[src/rtl/ham_secded_decoder_if.sv]
// Handshake bundle for the SECDED decoder: code-word input side and decoded-result output side.
interface ham_secded_decoder_if #(
    parameter int unsigned R = 3
);
    localparam int unsigned N = (1 << R) - 1;
    localparam int unsigned K = N - R;

    logic             in_valid;
    logic             in_ready;
    logic [N:0]       in_code;
    logic             in_corr_en;

    logic             out_valid;
    logic             out_ready;
    logic [K-1:0]     out_data;
    logic             out_sec;
    logic             out_ded;
    logic [R-1:0]     out_syndrome;

    modport master (
        output in_valid, in_code, in_corr_en, out_ready,
        input  in_ready, out_valid, out_data, out_sec, out_ded, out_syndrome
    );

    modport slave (
        input  in_valid, in_code, in_corr_en, out_ready,
        output in_ready, out_valid, out_data, out_sec, out_ded, out_syndrome
    );
endinterface

[src/rtl/ham_secded_decoder.sv]
// Two-stage Hamming SECDED decoder with valid/ready on both sides and
// saturating SEC/DED event counters for link-health monitoring.
module ham_secded_decoder #(
    parameter int unsigned R     = 3,
    parameter int unsigned CNT_W = 16
) (
    input  logic                     clk,
    input  logic                     rst,
    ham_secded_decoder_if.slave      bus,
    input  logic                     cnt_clr,
    output logic [CNT_W-1:0]         sec_count,
    output logic [CNT_W-1:0]         ded_count
);
    localparam int unsigned N = (1 << R) - 1;
    localparam int unsigned K = N - R;
    localparam int unsigned W = N + 1;

    // XOR of the 1-based positions of every set bit among positions 1..N.
    function automatic logic [R-1:0] calc_syndrome(input logic [W-1:0] code);
        logic [R-1:0] s;
        logic [W-1:0] sh;
        s = '0;
        for (int unsigned i = 0; i < N; i++) begin
            sh = code >> i;
            if (sh[0]) s = s ^ R'(i + 1);
        end
        return s;
    endfunction

    // Gather non-power-of-two positions in ascending order into the data word.
    function automatic logic [K-1:0] extract_data(input logic [W-1:0] code);
        logic [K-1:0] d;
        logic [W-1:0] sh;
        int unsigned  k;
        d = '0;
        k = 0;
        for (int unsigned pos = 1; pos <= N; pos++) begin
            if ((pos & (pos - 1)) != 0) begin
                sh = code >> (pos - 1);
                d  = d | (K'(sh[0]) << k);
                k  = k + 1;
            end
        end
        return d;
    endfunction

    logic             s1_valid_q, s1_valid_d;
    logic [W-1:0]     s1_code_q,  s1_code_d;
    logic             s1_corr_q,  s1_corr_d;
    logic [R-1:0]     s1_syn_q,   s1_syn_d;
    logic             s1_par_q,   s1_par_d;

    logic             s2_valid_q, s2_valid_d;
    logic [K-1:0]     s2_data_q,  s2_data_d;
    logic             s2_sec_q,   s2_sec_d;
    logic             s2_ded_q,   s2_ded_d;
    logic [R-1:0]     s2_syn_q,   s2_syn_d;

    logic [CNT_W-1:0] sec_cnt_q,  sec_cnt_d;
    logic [CNT_W-1:0] ded_cnt_q,  ded_cnt_d;

    logic             adv1_c;
    logic             adv2_c;
    logic             sec_c;
    logic             ded_c;
    logic [W-1:0]     fixed_code_c;

    // Ready chain: a stage may load when it is empty or its successor drains it.
    always_comb begin
        adv2_c = !s2_valid_q || bus.out_ready;
        adv1_c = !s1_valid_q || adv2_c;
    end

    // Classify the stage-1 word and apply single-bit correction when enabled.
    always_comb begin
        sec_c        = s1_par_q;
        ded_c        = !s1_par_q && (s1_syn_q != '0);
        fixed_code_c = s1_code_q;
        if (sec_c && (s1_syn_q != '0) && s1_corr_q) begin
            fixed_code_c = s1_code_q ^ (W'(1) << (s1_syn_q - R'(1)));
        end
    end

    always_comb begin
        s1_valid_d = s1_valid_q;
        s1_code_d  = s1_code_q;
        s1_corr_d  = s1_corr_q;
        s1_syn_d   = s1_syn_q;
        s1_par_d   = s1_par_q;
        s2_valid_d = s2_valid_q;
        s2_data_d  = s2_data_q;
        s2_sec_d   = s2_sec_q;
        s2_ded_d   = s2_ded_q;
        s2_syn_d   = s2_syn_q;
        sec_cnt_d  = sec_cnt_q;
        ded_cnt_d  = ded_cnt_q;

        if (adv1_c) begin
            s1_valid_d = bus.in_valid;
            if (bus.in_valid) begin
                s1_code_d = bus.in_code;
                s1_corr_d = bus.in_corr_en;
                s1_syn_d  = calc_syndrome(bus.in_code);
                s1_par_d  = ^bus.in_code;
            end
        end

        // Output registers only move on a transfer, so a stalled result stays put.
        if (adv2_c) begin
            s2_valid_d = s1_valid_q;
            if (s1_valid_q) begin
                s2_data_d = extract_data(fixed_code_c);
                s2_sec_d  = sec_c;
                s2_ded_d  = ded_c;
                s2_syn_d  = s1_syn_q;
            end
        end

        // Clear beats a same-cycle increment; increments stop at all-ones.
        if (cnt_clr) begin
            sec_cnt_d = '0;
            ded_cnt_d = '0;
        end else if (adv2_c && s1_valid_q) begin
            if (sec_c && (sec_cnt_q != '1)) sec_cnt_d = sec_cnt_q + CNT_W'(1);
            if (ded_c && (ded_cnt_q != '1)) ded_cnt_d = ded_cnt_q + CNT_W'(1);
        end
    end

    always_ff @(posedge clk) begin
        if (rst) begin
            s1_valid_q <= 1'b0;
            s1_code_q  <= '0;
            s1_corr_q  <= 1'b0;
            s1_syn_q   <= '0;
            s1_par_q   <= 1'b0;
            s2_valid_q <= 1'b0;
            s2_data_q  <= '0;
            s2_sec_q   <= 1'b0;
            s2_ded_q   <= 1'b0;
            s2_syn_q   <= '0;
            sec_cnt_q  <= '0;
            ded_cnt_q  <= '0;
        end else begin
            s1_valid_q <= s1_valid_d;
            s1_code_q  <= s1_code_d;
            s1_corr_q  <= s1_corr_d;
            s1_syn_q   <= s1_syn_d;
            s1_par_q   <= s1_par_d;
            s2_valid_q <= s2_valid_d;
            s2_data_q  <= s2_data_d;
            s2_sec_q   <= s2_sec_d;
            s2_ded_q   <= s2_ded_d;
            s2_syn_q   <= s2_syn_d;
            sec_cnt_q  <= sec_cnt_d;
            ded_cnt_q  <= ded_cnt_d;
        end
    end

    assign bus.in_ready     = adv1_c;
    assign bus.out_valid    = s2_valid_q;
    assign bus.out_data     = s2_data_q;
    assign bus.out_sec      = s2_sec_q;
    assign bus.out_ded      = s2_ded_q;
    assign bus.out_syndrome = s2_syn_q;
    assign sec_count        = sec_cnt_q;
    assign ded_count        = ded_cnt_q;
endmodule

[src/flat_wrapper.sv]
// flat-port wrapper written by rule: the top's interface ports become plain ports
module ham_secded_decoder_flat 
#(
    parameter int unsigned R     = 3,
    parameter int unsigned CNT_W = 16
)
  (clk, rst, cnt_clr, sec_count, ded_count, bus_in_valid, bus_in_code, bus_in_corr_en, bus_out_ready, bus_in_ready, bus_out_valid, bus_out_data, bus_out_sec, bus_out_ded, bus_out_syndrome);
  ham_secded_decoder_if #(.R(R)) bus_i ();
  input  logic clk;
  input  logic rst;
  input  logic cnt_clr;
  output logic [CNT_W-1:0] sec_count;
  output logic [CNT_W-1:0] ded_count;
  input wire logic [$bits(bus_i.in_valid)-1:0] bus_in_valid;
  input wire logic [$bits(bus_i.in_code)-1:0] bus_in_code;
  input wire logic [$bits(bus_i.in_corr_en)-1:0] bus_in_corr_en;
  input wire logic [$bits(bus_i.out_ready)-1:0] bus_out_ready;
  output wire logic [$bits(bus_i.in_ready)-1:0] bus_in_ready;
  output wire logic [$bits(bus_i.out_valid)-1:0] bus_out_valid;
  output wire logic [$bits(bus_i.out_data)-1:0] bus_out_data;
  output wire logic [$bits(bus_i.out_sec)-1:0] bus_out_sec;
  output wire logic [$bits(bus_i.out_ded)-1:0] bus_out_ded;
  output wire logic [$bits(bus_i.out_syndrome)-1:0] bus_out_syndrome;
  assign bus_i.in_valid = bus_in_valid;
  assign bus_i.in_code = bus_in_code;
  assign bus_i.in_corr_en = bus_in_corr_en;
  assign bus_i.out_ready = bus_out_ready;
  assign bus_in_ready = bus_i.in_ready;
  assign bus_out_valid = bus_i.out_valid;
  assign bus_out_data = bus_i.out_data;
  assign bus_out_sec = bus_i.out_sec;
  assign bus_out_ded = bus_i.out_ded;
  assign bus_out_syndrome = bus_i.out_syndrome;
  ham_secded_decoder #(.R(R), .CNT_W(CNT_W)) u_core (.clk(clk), .rst(rst), .bus(bus_i), .cnt_clr(cnt_clr), .sec_count(sec_count), .ded_count(ded_count));
endmodule
[config.mk]
export PLATFORM = sky130hd
export DESIGN_NAME = ham_secded_decoder_flat
export DESIGN_NICKNAME = d
export VERILOG_FILES = /design/src/rtl/ham_secded_decoder_if.sv /design/src/rtl/ham_secded_decoder.sv /design/src/flat_wrapper.sv
export SDC_FILE = /design/constraint.sdc
export NUM_CORES = 1
export LEC_CHECK = 0
export BUFFER_PORTS_ARGS = -buffer_cell sky130_fd_sc_hd__buf_2
export CAP_MARGIN = 20
export CORE_ASPECT_RATIO = 0.9
export CORE_MARGIN = 5
export CORE_UTILIZATION = 54
export DETAILED_ROUTE_END_ITERATION = 8
export PLACE_DENSITY_LB_ADDON = 0.1
export SYNTH_ARGS = -nofsm -noshare
export SYNTH_HDL_FRONTEND = slang
export SYNTH_SLANG_ARGS = --single-unit
[constraint.sdc]
create_clock -name clk -period 5.14 [get_ports clk]
set_input_delay 1.028 -clock clk [delete_from_list [all_inputs] [get_ports clk]]
set_output_delay 1.028 -clock clk [all_outputs]
set_load 0.005 [all_outputs]
==> out/metrics.cfg <==
[yosys]
synth-seq-cells = 52
synth.most_common_cell = dfxtp_1
synthArstFlopShare = 0
syn_nets = 313
avgSynthCellArea_um2 = 8.36
yosysWarnings = 0
synth_edf_count = 0
syn_inst = 297
synth_top_area_cell = dfxtp_1
yosys.area.top_type_share = 0.419
syn_area_um2 = 2480
ys_top_cells_by_area = dfxtp_1, xnor2_1, nor2_1
synth_seq_area_share = 0.419
synth_commonest_cells = dfxtp_1, nor2_1, nand2_1
synth_flop_cell = dfxtp_1
synth.distinct_cells = 39

[worst_setup_path]
r2r_cells = 4
worstPathMaxFanout = 12
r2r_start = u_core.s1_valid_q
worstSetupPathType = in2reg
timing.critical_path.buf_inv = 1
slowest_stage = or4_4
cp_slowest_stage_delay_ps = 710
regToRegSetupSlack_ps = 2830
arrival_ps = 3020
cp_cell_sequence = buf_2 -> nand2b_1 -> nand4b_1 -> or4_4 -> or3_1 -> a21oi_1
worst-path-stages = 6
crit_path_end_kind = flip-flop
r2r_end = u_core.ded_count[15]
cp-start-kind = primary input
crit_end = u_core.ded_count[15]
cp.required_ps = 5360
cp_top_family = simple AND/OR/NAND/NOR gates
startpoint = bus_out_ready

[clocking]
ctsHoldBuffers = 0
cts_buffers = 5
clock-sinks = 52
root_buffer = clkbuf_8
clock_latency_ps = 300
htree_num_levels = 2
cts_setup_buffers = 0
clockBufferDepth = 2
clk_pin_slew_worst_paths_ps = 90
cts-resized-gates = 0
cts_tree = yes

[global_route]
top_usage_layer = met2
track_usage = 0.189
grt_first_pass_wirelength_um = 8990
grt_antenna_before_repair = 0
grt_util_met3 = 0.0472
grt_pass1_vias = 1986
overflow = 0
met2_usage = 0.307
gr-usage-met1 = 0.255
grt_max_degree = 30

[detailed_routing]
vias_per_cell = 5.37
num_vias = 2212
ant_nets = 0
first_iter_violations = 134
drtPass1Iterations = 4
wl_per_cell_um = 13.1
drc_errors = 0
wl_um = 5400

[sta]
fin_crit_ps = 2800
hold_viol = 0
finalSetupTns_ps = 0
fmax_mhz = 357
min_period_over_period = 0.545
timing.slew.headroom = 0.427
setup_violations = 0
worst_slew_pin_slew_ps = 853
rsz0062_at_grt = no
slew_violations = 0
skew_ps = 7.55

[placed_design]
port_buffers = 56
hpwl_um = 3960
globalplace.congestion = 0.837
place_inst = 404

[floorplan]
rows = 23
die_w_um = 81.5
io_pins = 57
initial_core_util = 0.557
dieArea_um2 = 6050
die_y_um = 74.3
coreArea_um2 = 4460

[cells_and_area]
fillers = 429
post-route-util = 0.651
nets = 365
finalNonFillerCells = 412
synthToLayoutAreaGrowth_pct = 17.0
drive_above_1_share = 0.209
n_antenna_cell = 0

[flow_run]
cap_violations = 0

[run_status]
status = finished clean

[power]
p_per_area_nw_per_um2 = 273
power_mw = 0.794
static-leakage-power_nw = 1.08
irDropWorstVdd_v = 0.000159

[hold_path]
hp-class = reg2reg

## kinds of logic (layout without fill, tap and decap cells)
group / count (synthesis) / after routing / share of synthesized area
AOI/OAI and AO/OA: 37 / 37 / 0.0902
xor gates and xnor gates: 36 / 36 / 0.127
adders and majority gates: 2 / 2 / 0.0101
buffers and inverters: 14 / 67 / 0.0297
DFF: 52 / 52 / 0.419
muxes: 3 / 3 / 0.0121
and+or+nand+nor: 153 / 153 / 0.311
## area by class of cell
class	count	area, um2	area share
multi-input combinational	231	1370	0.471
sequential	52	1040	0.358
timing repair buffer	56	280	0.0965
clock buffer	7	96.3	0.0332
tap	62	77.6	0.0267
clock inverter	1	30.0	0.0103
inverter	3	11.3	0.00388
## state kept, by name, summed over array words and instances (netlist names)
signal and flops:
u_core.ded_count 16, u_core.sec_count 16, u_core.bus.out_data 4, u_core.s1_code_q 4, u_core.bus.out_syndrome 3, u_core.s1_syn_q 3, u_core.bus.out_ded 1, u_core.bus.out_sec 1
u_core.bus.out_valid 1, u_core.s1_corr_q 1, u_core.s1_par_q 1, u_core.s1_valid_q 1
## through the flow
| step | setup slack (ps) | hold WS (ps) | cell area [um2] |
|---|---|---|---|
| finish | 2340 | 467 | 2900 |
| global route | 2180 | 489 | 2900 |
| CTS | 2370 | 473 | 2900 |
| detailed placement | 2060 | 460 | 2780 |
| global placement | 2130 | 451 | 2780 |
| floorplan | 2690 | 449 | 2480 |
## power by group
part | switching (mW) | internal (mW)
sequential | 0.0114 | 0.414
combinational | 0.0364 | 0.0298
clock | 0.131 | 0.172
total | 0.178 | 0.615
## worst register-to-register path, delay by kind of cell (launching register included)
kind	cells	cell delay (ps)
AOI/OAI and AO/OA	1	150
DFF	1	530
and+or+nand+nor	3	1540
## worst min-delay path by stage
stage,slack (ps),from,depth (start not counted),end
5_1_grt,490,u_core.bus.out_syndrome[2],2,u_core.bus.out_syndrome[2]
2_1_floorplan,450,u_core.s1_code_q[2],2,u_core.s1_code_q[2]
4_1_cts,470,u_core.bus.out_syndrome[1],2,u_core.bus.out_syndrome[1]
6_report,470,u_core.bus.out_syndrome[1],2,u_core.bus.out_syndrome[1]
3_5_place_dp,460,u_core.bus.out_syndrome[0],2,u_core.bus.out_syndrome[0]
3_3_place_gp,450,u_core.bus.out_syndrome[1],2,u_core.bus.out_syndrome[1]
## placed cells by master (no fill, tap or decap), drive strengths merged, types with 6 or more instances in the layout
master  count
and4        7
a21oi      17
buf        56
clkbuf      7
nor2       44
o21ai       6
a211oi     11
nand4      12
nor3       10
nand3      14
nor4        6
dfxtp      52
nand2      37
xnor2      33
## layer usage
metal	vias up	wire length, um
met5	-	0
met4	0	23
met3	2	334
met2	60	2570
met1	1006	2470
li1	1144	-
(Power assumes the default switching activity.)
